--- src/rtl/csi_rx_dly_cal_pkg.sv ---
// Shared types and constants for the CSI-2 RX IDELAY tap calibration slice.
// The eye-centre helper picks the lower centre of a run of good taps.
package csi_rx_dly_cal_pkg;

  localparam logic [7:0] SYNC_BYTE = 8'hB8;
  localparam int         DLY_TAPS  = 32;

  typedef enum logic [2:0] {
    ST_IDLE,
    ST_LOAD,
    ST_SETTLE,
    ST_MEASURE,
    ST_EVAL,
    ST_APPLY,
    ST_DONE
  } cal_state_e;

  // A run of len >= 1 starting at lo never extends past tap 31, so the
  // sum always fits in five bits.
  function automatic logic [4:0] eye_centre(input logic [4:0] lo,
                                            input logic [5:0] len);
    logic [4:0] half;
    half = 5'((len - 6'd1) >> 1);
    return lo + half;
  endfunction

endpackage

--- src/rtl/csi_rx_sync_hunt.sv ---
// Unaligned sync-byte detector: flags a SYNC_BYTE at any of the eight bit
// offsets spanning the previous and current raw bytes; output is registered.
module csi_rx_sync_hunt
  import csi_rx_dly_cal_pkg::*;
(
  input  logic       byte_clock,
  input  logic       reset_n,
  input  logic [7:0] data_in,
  output logic       sync_hit
);

  logic [7:0]  prev_byte;
  logic [15:0] win_p0;
  logic        hit_p0;

  always_ff @(posedge byte_clock) begin
    prev_byte <= data_in;
  end

  // Offsets 0..7 only: offset 8 is the next cycle's offset 0, so no
  // occurrence is ever counted twice.
  always_comb begin
    win_p0 = {data_in, prev_byte};
    hit_p0 = 1'b0;
    for (int i = 0; i < 8; i++) begin
      if (win_p0[i +: 8] == SYNC_BYTE) hit_p0 = 1'b1;
    end
  end

  // Stage p0 -> p1: registered hit, one cycle behind data_in.
  always_ff @(posedge byte_clock or negedge reset_n) begin
    if (!reset_n) sync_hit <= 1'b0;
    else          sync_hit <= hit_p0;
  end

endmodule

--- src/rtl/csi_rx_dly_cal.sv ---
// IDELAY tap calibration: sweeps all taps, scores each by sync hits, finds
// the widest contiguous run of good taps and loads its lower centre.
module csi_rx_dly_cal
  import csi_rx_dly_cal_pkg::*;
#(
  parameter int SETTLE_CYC  = 8,
  parameter int WIN_LOG2    = 10,
  parameter int MIN_HITS    = 4,
  parameter int MIN_EYE     = 3,
  parameter int DEFAULT_TAP = 3
) (
  input  logic       byte_clock,
  input  logic       reset_n,
  input  logic       start,
  input  logic [7:0] deser_in,
  output logic       dly_ld,
  output logic [4:0] dly_cntval,
  output logic       busy,
  output logic       done,
  output logic       fail,
  output logic [4:0] eye_lo,
  output logic [5:0] eye_len
);

  localparam int HIT_W = WIN_LOG2 + 1;
  localparam int CNT_W = (HIT_W > 8) ? HIT_W : 8;
  localparam logic [CNT_W-1:0] SETTLE_LAST = CNT_W'(SETTLE_CYC - 1);
  localparam logic [CNT_W-1:0] WIN_LAST    = CNT_W'((1 << WIN_LOG2) - 1);
  localparam logic [4:0]       LAST_TAP    = 5'(DLY_TAPS - 1);
  localparam logic [4:0]       DFLT_TAP    = 5'(DEFAULT_TAP);

  function automatic logic [HIT_W-1:0] hit_sat_inc(input logic [HIT_W-1:0] v,
                                                   input logic inc);
    if (inc && (v != {HIT_W{1'b1}})) return v + HIT_W'(1);
    return v;
  endfunction

  cal_state_e       state, state_d;
  logic [4:0]       tap, tap_d;
  logic [CNT_W-1:0] cnt, cnt_d;
  logic [HIT_W-1:0] hit_cnt, hit_cnt_d;
  logic [5:0]       cur_len, cur_len_d, best_len, best_len_d;
  logic [4:0]       cur_lo, cur_lo_d, best_lo, best_lo_d;
  logic             fail_d, ld_d;
  logic [4:0]       cntval_d;
  logic             sync_hit;
  logic             good;
  logic [5:0]       run_len;
  logic [4:0]       run_lo;

  csi_rx_sync_hunt u_sync_hunt (
    .byte_clock (byte_clock),
    .reset_n    (reset_n),
    .data_in    (deser_in),
    .sync_hit   (sync_hit)
  );

  always_comb begin
    state_d    = state;
    tap_d      = tap;
    cnt_d      = cnt;
    hit_cnt_d  = hit_cnt;
    cur_len_d  = cur_len;
    cur_lo_d   = cur_lo;
    best_len_d = best_len;
    best_lo_d  = best_lo;
    fail_d     = fail;
    ld_d       = 1'b0;
    cntval_d   = dly_cntval;

    good    = (hit_cnt >= HIT_W'(MIN_HITS));
    run_len = good ? (cur_len + 6'd1) : 6'd0;
    run_lo  = (good && (cur_len == 6'd0)) ? tap : cur_lo;

    case (state)
      ST_IDLE, ST_DONE: begin
        if (start) begin
          state_d    = ST_LOAD;
          tap_d      = 5'd0;
          cur_len_d  = 6'd0;
          cur_lo_d   = 5'd0;
          best_len_d = 6'd0;
          best_lo_d  = 5'd0;
          fail_d     = 1'b0;
          ld_d       = 1'b1;
          cntval_d   = 5'd0;
        end
      end
      ST_LOAD: begin
        state_d   = ST_SETTLE;
        cnt_d     = '0;
        hit_cnt_d = '0;
      end
      ST_SETTLE: begin
        hit_cnt_d = '0;
        if (cnt == SETTLE_LAST) begin
          state_d = ST_MEASURE;
          cnt_d   = '0;
        end else begin
          cnt_d = cnt + CNT_W'(1);
        end
      end
      ST_MEASURE: begin
        hit_cnt_d = hit_sat_inc(hit_cnt, sync_hit);
        if (cnt == WIN_LAST) state_d = ST_EVAL;
        else                 cnt_d   = cnt + CNT_W'(1);
      end
      ST_EVAL: begin
        cur_len_d = run_len;
        cur_lo_d  = run_lo;
        // Strictly longer only, so the lowest-tap run wins a tie.
        if (run_len > best_len) begin
          best_len_d = run_len;
          best_lo_d  = run_lo;
        end
        ld_d = 1'b1;
        if (tap == LAST_TAP) begin
          state_d = ST_APPLY;
          if (best_len_d >= 6'(MIN_EYE)) begin
            cntval_d = eye_centre(best_lo_d, best_len_d);
          end else begin
            cntval_d = DFLT_TAP;
            fail_d   = 1'b1;
          end
        end else begin
          state_d  = ST_LOAD;
          tap_d    = tap + 5'd1;
          cntval_d = tap + 5'd1;
        end
      end
      ST_APPLY: state_d = ST_DONE;
      default:  state_d = ST_IDLE;
    endcase
  end

  // Reset abandons the sweep without issuing a reload; the IDELAY keeps its tap.
  always_ff @(posedge byte_clock or negedge reset_n) begin
    if (!reset_n) begin
      state      <= ST_IDLE;
      tap        <= 5'd0;
      cnt        <= '0;
      hit_cnt    <= '0;
      cur_len    <= 6'd0;
      cur_lo     <= 5'd0;
      best_len   <= 6'd0;
      best_lo    <= 5'd0;
      fail       <= 1'b0;
      dly_ld     <= 1'b0;
      dly_cntval <= DFLT_TAP;
    end else begin
      state      <= state_d;
      tap        <= tap_d;
      cnt        <= cnt_d;
      hit_cnt    <= hit_cnt_d;
      cur_len    <= cur_len_d;
      cur_lo     <= cur_lo_d;
      best_len   <= best_len_d;
      best_lo    <= best_lo_d;
      fail       <= fail_d;
      dly_ld     <= ld_d;
      dly_cntval <= cntval_d;
    end
  end

  assign busy    = (state != ST_IDLE) && (state != ST_DONE);
  assign done    = (state == ST_DONE);
  assign eye_lo  = best_lo;
  assign eye_len = best_len;

endmodule

--- config.mk ---
export PLATFORM = sky130hd
export DESIGN_NAME = csi_rx_dly_cal
export DESIGN_NICKNAME = d
export VERILOG_FILES = /design/src/rtl/csi_rx_dly_cal_pkg.sv /design/src/rtl/csi_rx_sync_hunt.sv /design/src/rtl/csi_rx_dly_cal.sv
export SDC_FILE = /design/constraint.sdc
export NUM_CORES = 1
export LEC_CHECK = 0
export ABC_CLOCK_PERIOD_IN_PS = 4800
export CAP_MARGIN = 40
export CORE_MARGIN = 2
export CORE_UTILIZATION = 64
export DETAILED_ROUTE_END_ITERATION = 10
export DONT_BUFFER_PORTS = 1
export PLACE_DENSITY = 0.78
export SYNTH_ARGS = -nofsm -noshare
export SYNTH_HDL_FRONTEND = slang
export SYNTH_HIERARCHICAL = 1
export SYNTH_SLANG_ARGS = --single-unit
--- constraint.sdc ---
create_clock -name byte_clock -period 4.8 [get_ports byte_clock]
set_clock_uncertainty 0.2 [all_clocks]
set_input_delay 0.48 -clock byte_clock [delete_from_list [all_inputs] [get_ports byte_clock]]
set_output_delay 0.48 -clock byte_clock [all_outputs]
set_load 0.02 [all_outputs]
==> impl_results.md <==
- Wirelength per Cell: 17.2 um
- Setup-failing EPs final: 0
- Core Area: 5890 um2
- Avg Inst Size Synth: 9.16 um2
- Share of layout cells above drive strength 1: 0.0766
- Latest clock arrival within the worst-skew pair: 330 ps
- Least-Margin Pin Slew: 909 ps
- # IOs: 31
- CTS buffer count: 9
- First-pass GRT wire length: 14600 um
- Rel. slew slack: 0.394
- Syn nets: 453
- Root Buffer: clkbuf_8
- Clock transition at the registers of the reported paths: 80 ps
- Max-slew violation count: 0
- Drt pass-1 iters: 5
- Number of global-route vias before repair: 3152
- Worst hold slack: around 140 ps
- Final ANT Viol Nets: 0
- Gpl congestion: 0.891
- Post-synth top area share: 0.373
- Sink Count: 68
- Grt total ovfl: 0
- Die Width: 82 um
- Sequential area share after synthesis: 0.427
- Kind of critical path: reg2reg
- Critical path capture point type: flip-flop
- Max Cap Viol: 0
- Post-route DRC: 0
- Syn-to-layout area delta: 9.83%
- Post-synth EDFFs: 0
- Synth Register Bits: 68
- Row count: 28
- Port bufs: 0
- Worst EP required: 4820 ps
- Worst path arrival time: 4500 ps
- Synth top area cells: dfrtp_1 37%, o21ai_0 5.3%, ha_1 5.1%, nand2_1 4.5%, dfxtp_1 4.1%
- Synth Flop Type: dfrtp_1
- Warnings from Yosys: 6
- Antenna cells: 0
- Gr usage total: 0.285
- Mapped Area: 3890 um2
- Final #Nets: 467
- Setup tns final: 0 ps
- Mapped Cells: 425
- Outcome: finished clean
- Post-synthesis cell type count: 57
- H-tree depth: 3
- Top post-synthesis cells by count: 58 x dfrtp_1, 47 x nand2_1, 41 x o21ai_0
- Floorplan die height: 82 um
- Leak pwr: 2.03 nW
- Max Fclk: between 200 and 250 MHz
- Area leader, netlist: dfrtp_1
- Number of vias per cell: 6.31
- Power Density: 362 nW/um2
- Final wirelength: 8920 um
- Crit path time final: 4480 ps
- Worst Setup Start Kind: flip-flop
- Setup WS post-layout: between 300 and 400 ps
- Pre-CTS setup slack: 299 ps
- Peak VDD IR: 249 uV
- Die area: around 6700 um2
- Largest net degree at the start of global routing: 61
- Final HPWL from detailed placement: around 6000 um
- Starting Density: 0.662
- Initial antenna violation count: 0
- Final Hold Vio Count: 0
- Count leader, synth: dfrtp_1
- CTS tree: yes
- Crit Path Max Fanout: 13
- Fin crit share: 0.932
- Unrepaired setup endpoints after global routing: false
- Drt initial violations: 202
- Longest Clk Path Bufs: 2
- Hold WC Path Type: in2reg
- Vias: 3274
- Fraction of registers with async set/reset: 0.882
[final cells by class]
class	count	area, um2
well taps	75	93.8
repair buffers	15	155
inverters	23	86.3
multi-input cells	322	2090
clock buffers	14	153
flip-flops and latches	68	1660
clock inverters	2	35.0
fillers	442	1610
[power by group]
part | total [W] | internal [W] | switching (W)
clock | 0.000464 | 0.000255 | 0.000210
combinational | 0.000401 | 0.000124 | 0.000278
sequential | 0.000683 | 0.000607 | 0.0000753
[metrics by stage]
stage | instances | cell area, um2 | total power [W] | utilization
6_report | 519 | 4280 | 0.00155 | 0.727
4_1_cts | 517 | 4260 | 0.00154 | 0.724
2_1_floorplan | 425 | 3890 | 0.000977 | -
3_5_place_dp | 491 | 3960 | 0.00107 | 0.672
5_1_grt | 519 | 4280 | 0.00163 | 0.727
3_3_place_gp | 491 | 3960 | 0.00106 | 0.672
[layout by cell type (no fill, tap or decap), types with 3 or more instances in the layout]
cell type and n:
dfrtp_1 58, nand2_1 47, o21ai_0 41, nor2_1 34, inv_1 23, a21oi_1 18
a22o_1 18, xor2_1 17, ha_1 16, nand3_1 15, and3_1 11, mux2i_1 11
nor3_1 10, clkbuf_8 10, a21o_1 9, dlygate4sd3_1 9, nor2b_1 8, dfxtp_1 8
nor4_1 5, xnor2_1 5, buf_4 5, o21a_1 4, or2_2 4, or3_1 4
nand4_1 4, clkbuf_1 4, o31ai_1 3, a22oi_1 3
[layer usage]
metal / wire length (um) / vias to the layer above / global-route usage
li1: - / 1550 / -
met1: 3990 / 1609 / 0.386
met2: 4330 / 100 / 0.462
met3: 481 / 15 / 0.0549
met4: 119 / 0 / 0.0883
met5: 0 / - / 0
[path summary, 6_finish.rpt]
path,slack (ps),cells past startpoint,from,end
min,140,2,start,state[2]
max in group asynchronous,3600,2,reset_n,dly_cntval[1]
min in group asynchronous,500,2,reset_n,cur_len[1]
max,320,20,hit_cnt[3],dly_cntval[4]
min reg2reg,310,1,cur_lo[1],cur_lo[1]
max reg2reg,320,20,hit_cnt[3],dly_cntval[4]
[worst max-delay path: stages (launching register included)]
cell and delay, ps:
dfrtp_1 430, nor4_2 300, nand3_1 230, and2_1 270, ha_1 290, nor2b_1 130
o21ai_0 170, a21oi_1 100, maj3_2 340, a22oi_4 330, nor4_1 120, a21oi_1 150
ha_1 190, inv_1 50, fa_1 390, inv_1 70, a21o_1 110, a21oi_1 70
xnor2_1 210, xnor2_1 150, o21ai_1 70
[registers in the layout (all words and copies together) (netlist names)]
signal and flops:
hit_cnt 11, tap 5, eye_lo 5, dly_cntval 5, fail 1, cur_len 6
state 3, dly_ld 1, u_sync_hunt/sync_hit 1, u_sync_hunt/prev_byte 8, cur_lo 5, eye_len 6
cnt 11
[kinds of logic after synthesis]
logic type,Yosys count,synth area share
compound gates,113,0.194
xor+xnor,22,0.0495
fa+ha+maj,18,0.0594
buf+inv,35,0.0360
flops,68,0.427
mux,12,0.0312
simple gates,157,0.202
[timing repair]
item                                    4_1_cts  5_1_grt
endpoints found under the setup margin        0        1
setup buffers                                 0        2
hold endpoints to repair                     68        0
hold buffers                                 10        0
resized for setup                             0        0
Power figures use the tool's default switching activity.
